File: config.mk
export PLATFORM = sky130hd
export DESIGN_NAME = hazard_detection_unit
export DESIGN_NICKNAME = d
export VERILOG_FILES = /design/src/rtl/hazard_detection_unit.sv
export SDC_FILE = /design/constraint.sdc
export NUM_CORES = 1
export LEC_CHECK = 0
export BUFFER_PORTS_ARGS = -buffer_cell sky130_fd_sc_hd__buf_2
export CORE_ASPECT_RATIO = 1.25
export CORE_UTILIZATION = 35
export DETAILED_ROUTE_END_ITERATION = 16
export GPL_TIMING_DRIVEN = 0
export MAX_ROUTING_LAYER = met4
export PLACE_DENSITY = 0.71
export SYNTH_ARGS = -nofsm -noshare
export SYNTH_HDL_FRONTEND = slang
export SYNTH_SLANG_ARGS = --single-unit
File: constraint.sdc
create_clock -name clk -period 6 [get_ports clk]
set_clock_uncertainty 0.1 [all_clocks]
set_input_delay 0.3 -clock clk [delete_from_list [all_inputs] [get_ports clk]]
set_output_delay 0.3 -clock clk [all_outputs]
set_load 0.05 [all_outputs]
File: src/rtl/hazard_detection_unit.sv
// ID-stage hazard detection for the 5-stage RV32I pipeline: load-use, ecall/x17 and
// variable-latency data-memory stalls, plus stall performance counters.
module hazard_detection_unit #(
  parameter int unsigned ECALL_REG = 17,
  parameter int unsigned CNT_W     = 32
) (
  input  logic             clk,
  input  logic             reset,
  input  logic [31:0]      IF_ID_inst,
  input  logic [4:0]       ID_EX_rd,
  input  logic             ID_EX_reg_write,
  input  logic             ID_EX_mem_read,
  input  logic [4:0]       EX_MEM_rd,
  input  logic             EX_MEM_mem_read,
  input  logic             dmem_req,
  input  logic             dmem_ready,
  output logic             pc_write,
  output logic             IF_ID_write,
  output logic             ID_EX_write,
  output logic             ID_EX_bubble,
  output logic             EX_MEM_write,
  output logic             MEM_WB_bubble,
  output logic [CNT_W-1:0] stall_cycles,
  output logic [CNT_W-1:0] load_use_stalls
);

  localparam logic [4:0]  ECALL_RD  = 5'(ECALL_REG);
  localparam logic [6:0]  OP_LUI    = 7'b0110111;
  localparam logic [6:0]  OP_AUIPC  = 7'b0010111;
  localparam logic [6:0]  OP_JAL    = 7'b1101111;
  localparam logic [6:0]  OP_R      = 7'b0110011;
  localparam logic [6:0]  OP_S      = 7'b0100011;
  localparam logic [6:0]  OP_B      = 7'b1100011;
  localparam logic [31:0] INST_ECALL = 32'h0000_0073;
  localparam logic [CNT_W-1:0] CNT_ONE = {{(CNT_W-1){1'b0}}, 1'b1};

  typedef enum logic {RUN = 1'b0, MEM_WAIT = 1'b1} state_t;

  state_t     r_state;
  state_t     w_state_nxt;
  logic [6:0] w_opcode;
  logic [4:0] w_rs1;
  logic [4:0] w_rs2;
  logic       w_use_rs1;
  logic       w_use_rs2;
  logic       w_is_ecall;
  logic       w_load_use;
  logic       w_ecall_haz;
  logic       w_id_stall;
  logic       w_mem_stall;

  assign w_opcode   = IF_ID_inst[6:0];
  assign w_rs1      = IF_ID_inst[19:15];
  assign w_rs2      = IF_ID_inst[24:20];
  assign w_use_rs1  = !((w_opcode == OP_LUI) || (w_opcode == OP_AUIPC) || (w_opcode == OP_JAL));
  assign w_use_rs2  = (w_opcode == OP_R) || (w_opcode == OP_S) || (w_opcode == OP_B);
  assign w_is_ecall = (IF_ID_inst == INST_ECALL);

  // x0 never creates a dependency, so rd == 0 suppresses load-use.
  assign w_load_use  = ID_EX_mem_read && (ID_EX_rd != 5'd0) &&
                       ((w_use_rs1 && (w_rs1 == ID_EX_rd)) || (w_use_rs2 && (w_rs2 == ID_EX_rd)));
  assign w_ecall_haz = w_is_ecall &&
                       ((ID_EX_reg_write && (ID_EX_rd == ECALL_RD)) ||
                        (EX_MEM_mem_read && (EX_MEM_rd == ECALL_RD)));
  assign w_id_stall  = w_load_use || w_ecall_haz;
  assign w_mem_stall = dmem_req && !dmem_ready;

  // Memory-wait state register.
  always_ff @(posedge clk) begin
    if (reset) begin
      r_state <= RUN;
    end else begin
      r_state <= w_state_nxt;
    end
  end

  // Next-state logic for the memory-wait FSM.
  always_comb begin
    w_state_nxt = r_state;
    case (r_state)
      RUN: begin
        if (w_mem_stall) w_state_nxt = MEM_WAIT;
        else             w_state_nxt = RUN;
      end
      MEM_WAIT: begin
        if (dmem_ready) w_state_nxt = RUN;
        else            w_state_nxt = MEM_WAIT;
      end
      default: w_state_nxt = RUN;
    endcase
  end

  // Pipeline enables and bubbles; a memory freeze overrides any ID hazard.
  always_comb begin
    pc_write      = 1'b1;
    IF_ID_write   = 1'b1;
    ID_EX_write   = 1'b1;
    ID_EX_bubble  = 1'b0;
    EX_MEM_write  = 1'b1;
    MEM_WB_bubble = 1'b0;
    if (reset) begin
      pc_write      = 1'b1;
      MEM_WB_bubble = 1'b0;
    end else if (w_mem_stall) begin
      pc_write      = 1'b0;
      IF_ID_write   = 1'b0;
      ID_EX_write   = 1'b0;
      EX_MEM_write  = 1'b0;
      MEM_WB_bubble = 1'b1;
    end else if (w_id_stall) begin
      pc_write     = 1'b0;
      IF_ID_write  = 1'b0;
      ID_EX_bubble = 1'b1;
    end else begin
      pc_write = 1'b1;
    end
  end

  // Performance counters, wrapping naturally at 2^CNT_W.
  always_ff @(posedge clk) begin
    if (reset) begin
      stall_cycles    <= {CNT_W{1'b0}};
      load_use_stalls <= {CNT_W{1'b0}};
    end else begin
      if (!pc_write) stall_cycles <= stall_cycles + CNT_ONE;
      if (w_id_stall && !w_mem_stall) load_use_stalls <= load_use_stalls + CNT_ONE;
    end
  end

endmodule

==> flow_summary.rst, run 1 <==
.. list-table::
   :header-rows: 1

   * - Metric
     - Value
   * - Fin crit share
     - 59.2%
   * - CTS sink cnt
     - 64
   * - Count of input and output buffers
     - 118
   * - Height of the die
     - 113 um
   * - Main flop type after synthesis
     - dfxtp_1
   * - GR Util All Layers
     - 20.7%
   * - Crit end category
     - output port
   * - Proportion of layout cells with a drive suffix above 1
     - 28.1%
   * - F_max
     - 0.281 GHz
   * - Clock-pin slew on the worst setup and hold paths
     - 0.05 ns
   * - Net total in the final layout
     - 605
   * - Setup fix buffers added after clock tree synthesis
     - 0
   * - Overall power consumption
     - 1.02 mW
   * - Max-slew headroom at the worst pin
     - 47.9%
   * - Register-to-register setup slack
     - 3.46 ns
   * - Final setup viols
     - 0
   * - Total core area
     - 0.00961 mm2
   * - Area taken by multi-input logic gates
     - 0.00206 mm2
   * - Clock tree from TritonCTS
     - yes
   * - Setup TNS Final
     - 0 ns
   * - Instance count of the mapped netlist
     - 425
   * - Vias post-DR
     - 3,889
   * - Global route total overflow
     - 0
   * - Final Hold Viols
     - 0
   * - Initial Utilization
     - 36.2%
   * - Power Density
     - 225 mW/mm2
   * - Number of H-tree branching levels
     - 3
   * - Number of buffers inserted by hold repair at cts
     - 0
   * - Via-per-instance ratio
     - 5.68
   * - Required @ worst endpoint
     - 5.60 ns
   * - Sequential Area
     - 0.00128 mm2
   * - Total die area
     - 0.0103 mm2
   * - Number of remaining DRC errors
     - 0
   * - Placer Congestion
     - 0.862
   * - Post-synthesis sequential element count
     - 64
   * - Violation count after the first detailed-route iteration
     - 191
   * - Synth Warn #
     - 0
   * - Post-synth ARST share
     - 0%
   * - Mapped Nets
     - 476
   * - Most frequent standard cell in the layout excluding fill and tap cells
     - buf_2
   * - Diodes inserted
     - 0
   * - Area Growth Syn to Fin
     - 30.1%
   * - HPWL after detailed placement
     - 7750 um
   * - Critical path arrival
     - 3.15 ns
   * - Routed wire length
     - 10,500 um
   * - Static Leak
     - 1.75 nW
   * - Unrepaired setup endpoints after global routing
     - false
   * - IO Pins
     - 119
   * - Post-cts resize count
     - 0
   * - Average cell area after synthesis
     - 8.18 um2
   * - First element of the critical path
     - ID_EX_rd[1]
   * - Seq/Total Area, Yosys
     - 36.9%
   * - Number of max-slew violations in the final report
     - 0
   * - Worst slew pin tran
     - 0.776 ns
   * - Max-cap viol count
     - 0
   * - Largest fanout on the critical path
     - 10
   * - Commonest cells after routing, fill and taps aside
     - buf_2, dfxtp_1, a21oi_1
   * - Total iterations of the first detailed-routing run
     - 5
   * - Clock buffers created by TritonCTS
     - 9
   * - Maximum number of pins on one net before global-route repair
     - 13
   * - Fill cell total of the finished layout
     - 978
   * - Run status
     - completed
   * - Type of the most critical hold path
     - in -> reg
   * - Via count of the first global-routing pass
     - 3,545
   * - First-pass GRT wire length
     - 16,800 um
   * - Clock Tree Root
     - clkbuf_16
   * - Count of standard-cell rows
     - 40
   * - Number of antenna-violating nets in the routed design
     - 0
   * - Category of the worst setup path launch point
     - input port
   * - Die X
     - 91.1 um
   * - Number of antenna violations at the first check in global routing
     - 0
   * - Number of flops mapped to enable cells by yosys
     - 0
   * - Count of cell types in the netlist
     - 46
   * - Wire length per cell
     - 15.4 um
   * - Maximum ir drop on the vdd rail
     - 200 uV
   * - Clk buf depth
     - 2
   * - Startpoint of the lowest-slack hold path
     - reset
   * - Clk_lat worst skew
     - 0.33 ns
   * - Area of the mapped netlist
     - 0.00348 mm2
   * - Type of the worst setup path
     - in -> out
   * - Worst r2r src
     - load_use_stalls[7]
   * - Final worst path period need
     - 3.55 ns
## registers in the layout, indices dropped and copies added (netlist names)
register         cells
load_use_stalls     32
stall_cycles        32
## per-layer routing
layer	part of all wire, %	track usage [%]
met1	44	24.5
met2	50	34.9
met3	4.7	3.67
met4	1.6	8.15
met5	0	-
## Yosys cell counts, types with 2 or more instances
cell      count  share of area, %
nand4b_1      3              0.76
and4_1        5               1.3
and3_1       12               2.2
or3_1        25               4.5
mux2i_1       2              0.58
buf_1         2              0.22
nor2_1       14               1.5
or2_2         4              0.72
xor2_1        4               1.0
nand4_1      11               2.0
nand3_1      30               4.3
nand3b_1      2              0.43
a21oi_1      54               7.8
nand2b_1      3              0.54
and2_1        4              0.72
inv_1         6              0.65
or4_1        23               5.0
or4b_1        3              0.86
dfxtp_1      64                37
nor2b_1       4              0.72
ha_1          2              0.72
nor3_1        7               1.0
clkbuf_1     15               1.6
nor4bb_1      2              0.58
xnor2_1      10               2.5
o31ai_1      28               6.0
o21ai_0      27               3.9
buf_4         2              0.43
buf_2         5              0.72
nand2_1      29               3.1
nor4_1        6               1.1
mux2_2        3              0.97
## final timing paths
path | cells past startpoint | to
setup reg to reg | 7 | load_use_stalls[30]
hold reg to reg | 2 | load_use_stalls[29]
hold / removal | 3 | load_use_stalls[11]
setup / recovery | 10 | pc_write
## logic make-up after synthesis
group,after synthesis,synth area share [%]
and+or+nand+nor,192,33.0
muxes,5,1.55
adders and majority gates,2,0.720
AOI/OAI and AO/OA,117,20.4
DFF,64,36.9
buffers and inverters,31,3.96
xor gates and xnor gates,14,3.53
## worst max-delay path, stage by stage
cell	delay [ns]
buf_2	0.13
or3_1	0.40
o31ai_1	0.32
nor3_1	0.22
nor3_2	0.62
clkbuf_1	0.37
buf_2	0.30
or2_2	0.16
buf_4	0.09
buf_2	0.24
## through the flow
stage	instances	worst slack [ns]	area, um2	utilization (%)	hold WS [ns]
finish	685	2.45	4520	47.0	0.289
global placement	669	2.47	4220	44.0	0.369
detailed placement	669	2.46	4220	44.0	0.387
floorplan	425	2.97	3480	-	0.377
CTS	685	2.43	4520	47.0	0.294
global route	685	2.17	4520	47.0	0.326
## final cells by class
class,instances,area share [%]
multi-input cells,330,45.5
flip-flops and latches,64,28.3
repair buffers,118,13.1
clock buffers,9,4.98
well taps,126,3.49
plain buffers,25,2.55
clock inverters,7,1.58
inverters,6,0.498
## where the power goes
part	internal, mW	leakage, nW	switching [mW]	total, mW
Combinational	0.0271	1.09	0.0443	0.0714
Clock	0.321	0.138	0.198	0.519
Sequential	0.426	0.515	0.00176	0.428
No activity file was read; power rests on OpenSTA's default activity.
==> run 2, diff against run 1 <==
--- a/config.mk
+++ b/config.mk
@@ -5,13 +5,14 @@
 export SDC_FILE = /design/constraint.sdc
 export NUM_CORES = 1
 export LEC_CHECK = 0
+export ABC_AREA = 1
 export BUFFER_PORTS_ARGS = -buffer_cell sky130_fd_sc_hd__buf_2
 export CORE_ASPECT_RATIO = 1.25
 export CORE_UTILIZATION = 35
 export DETAILED_ROUTE_END_ITERATION = 16
 export GPL_TIMING_DRIVEN = 0
 export MAX_ROUTING_LAYER = met4
-export PLACE_DENSITY = 0.71
+export PLACE_DENSITY = 0.69
 export SYNTH_ARGS = -nofsm -noshare
 export SYNTH_HDL_FRONTEND = slang
 export SYNTH_SLANG_ARGS = --single-unit
==> constraint.sdc (replaced) <==
create_clock -name clk -period 3.65 [get_ports clk]
set_clock_uncertainty 0.1 [all_clocks]
set_input_delay 0.1825 -clock clk [delete_from_list [all_inputs] [get_ports clk]]
set_output_delay 0.1825 -clock clk [all_outputs]
set_load 0.05 [all_outputs]
==> flow_summary.rst, run 2 <==
.. list-table::
   :header-rows: 1

   * - Metric
     - Value
   * - Run status
     - completed
   * - Overall power consumption
     - 1.63 mW
   * - Count of standard-cell rows
     - 44
   * - Setup TNS Final
     - 0 ns
   * - Number of H-tree branching levels
     - 3
   * - Synth Warn #
     - 0
   * - IO Pins
     - 119
   * - Standard cell area after detailed placement
     - 0.00498 mm2
   * - Diodes inserted
     - 0
   * - Clock buffers created by TritonCTS
     - 9
   * - Critical path arrival
     - 2.28 ns
   * - Max-cap viol count
     - 0
   * - First element of the critical path
     - load_use_stalls[0]
   * - Final worst path period need
     - 2.12 ns
   * - Number of max-slew violations in the final report
     - 0
   * - Cell with the most instances after synthesis
     - nand2_1
   * - Number of antenna-violating nets in the routed design
     - 0
   * - Net total in the final layout
     - 843
   * - Clk buf depth
     - 2
   * - Fin crit share
     - 58.2%
   * - Placer Congestion
     - 0.950
   * - Wire length per cell
     - 12.5 um
   * - Height of the die
     - 124 um
   * - Instance count of the mapped netlist
     - 664
   * - Vias post-DR
     - 4,560
   * - Clock-pin slew on the worst setup and hold paths
     - 0.05 ns
   * - F_max
     - 0.471 GHz
   * - Clock tree from TritonCTS
     - yes
   * - Setup fix buffers added after clock tree synthesis
     - 0
   * - Required @ worst endpoint
     - 3.81 ns
   * - Mapped Nets
     - 715
   * - Number of antenna violations at the first check in global routing
     - 0
   * - GR Util All Layers
     - 20.9%
   * - Fin area
     - 0.00525 mm2
   * - Fin cells
     - 958
   * - Post-synthesis sequential element count
     - 64
   * - Post-synth ARST share
     - 0%
   * - Max-slew headroom at the worst pin
     - 66.8%
   * - Setup WS pre-CTS
     - 1.54 ns
   * - Violation count after the first detailed-route iteration
     - 114
   * - Leading cell types by total area after synthesis
     - dfxtp_1, nand2_1, nor2_1
   * - Startpoint of the lowest-slack hold path
     - reset
   * - Register-to-register setup slack
     - 1.53 ns
   * - First-pass GRT wire length
     - 20,300 um
   * - Number of buffers inserted by hold repair at cts
     - 0
   * - Clock Tree Root
     - clkbuf_16
   * - Power Density
     - 311 mW/mm2
   * - Via count of the first global-routing pass
     - 4,336
   * - Largest registers in the final layout
     - load_use_stalls (32), stall_cycles (32)
   * - Largest fanout on the critical path
     - 7
   * - Crit end category
     - register
   * - Main flop type after synthesis
     - dfxtp_1
   * - Total iterations of the first detailed-routing run
     - 7
   * - Portion of synthesized cell area occupied by the leading cell type
     - 30.5%
   * - Largest area contributor in the netlist
     - dfxtp_1
   * - Static Leak
     - 2.39 nW
   * - Number of remaining DRC errors
     - 0
   * - Routed wire length
     - 12,000 um
   * - Number of flops mapped to enable cells by yosys
     - 0
   * - Average cell area after synthesis
     - 6.32 um2
   * - Total die area
     - 0.0124 mm2
   * - Area of the mapped netlist
     - 0.00420 mm2
   * - Category of the worst setup path launch point
     - register
   * - Type of the worst setup path
     - reg -> reg
   * - Type of the most critical hold path
     - in -> reg
   * - Final setup viols
     - 0
   * - Via-per-instance ratio
     - 4.76
   * - Maximum number of pins on one net before global-route repair
     - 11
   * - Seq/Total Area, Yosys
     - 30.5%
   * - CTS sink cnt
     - 64
   * - Final Hold Viols
     - 0
   * - Total core area
     - 0.0117 mm2
   * - Most frequent standard cell in the layout excluding fill and tap cells
     - nand2_1
   * - Count of input and output buffers
     - 117
   * - Most frequent cells after synthesis
     - nand2_1, nor2_1, nand3_1
   * - Maximum ir drop on the vdd rail
     - 178 uV
   * - Clk_lat worst skew
     - 0.33 ns
   * - Smallest setup slack after layout
     - 1.53 ns
   * - Count of cell types in the netlist
     - 31
   * - Commonest cells after routing, fill and taps aside
     - nand2_1, buf_2, nor2_1
   * - Number of placed cells counting well taps
     - 942
   * - Global route total overflow
     - 0
   * - Worst slew pin tran
     - 0.497 ns
   * - HPWL after detailed placement
     - 9370 um
   * - Area Growth Syn to Fin
     - 25.1%
   * - Die X
     - 99.9 um
   * - Post-cts resize count
     - 0
   * - Worst r2r src
     - load_use_stalls[0]
   * - Proportion of layout cells with a drive suffix above 1
     - 22.2%
   * - Unrepaired setup endpoints after global routing
     - false
   * - Initial Utilization
     - 36.0%
## run 2: changes by cell type after synthesis, moves of 25 or more
cell,previous run,this run
o31ai_1,28,0
or3_1,25,0
nor2_1,14,105
nand3_1,30,76
nand2_1,29,182
o21ai_0,27,1
inv_1,6,57
## run 2: critical path: stages (launching register included)
cell	delay, ns
dfxtp_1	0.52
ha_1	0.33
nand2_1	0.12
nor2_1	0.22
nand2_1	0.20
nor2_1	0.18
xor2_1	0.16
nand3_1	0.09
a21oi_1	0.14
## run 2: cell type report
type / instances / area [um2]
Multi-Input combinational cell: 515 / 2490
Clock inverter: 4 / 20.0
Timing Repair Buffer: 117 / 586
Fill cell: 1284 / 6420
Tap cell: 161 / 201
Clock buffer: 12 / 246
Inverter: 60 / 225
Buffer: 25 / 204
Sequential cell: 64 / 1280
## run 2: through the flow
stage                     util, %  hold WS [ns]
after detailed placement     42.7         0.386
after global routing         45.0         0.230
after global placement       42.7         0.381
final                        45.0         0.181
after floorplan                 -         0.371
after CTS                    45.0         0.181
## run 2: worst paths after layout
kind / endpoint / cells after the start
worst max-delay path: load_use_stalls[16] / 8
worst min-delay path: load_use_stalls[10] / 2
worst max register to register: load_use_stalls[16] / 8
worst min register to register: load_use_stalls[31] / 2
## run 2: where the power goes
| part | total, mW | internal [mW] | switching [mW] |
|---|---|---|---|
| sequential | 0.704 | 0.701 | 0.00274 |
| combinational | 0.148 | 0.0549 | 0.0927 |
| clock | 0.779 | 0.473 | 0.306 |
| total | 1.63 | 1.23 | 0.402 |
## run 2: logic make-up (layout without fill, tap and decap cells)
group,count (synthesis),after routing,synth area share (%)
AO/OA/AOI/OAI,65,65,7.75
buffers and inverters,85,218,10.2
flip-flops,64,64,30.5
XOR/XNOR,29,29,6.05
AND/OR/NAND/NOR,419,419,44.8
adder cells (fa/ha/maj),2,2,0.596
## run 2: per-layer routing
metal	GRT usage, %	vias to the layer above	part of all wire (%)
met1	23.8	2042	44
met5	-	-	0
met2	35.2	104	50
met4	8.82	0	3.1
met3	4.26	30	3.7
li1	-	2384	-
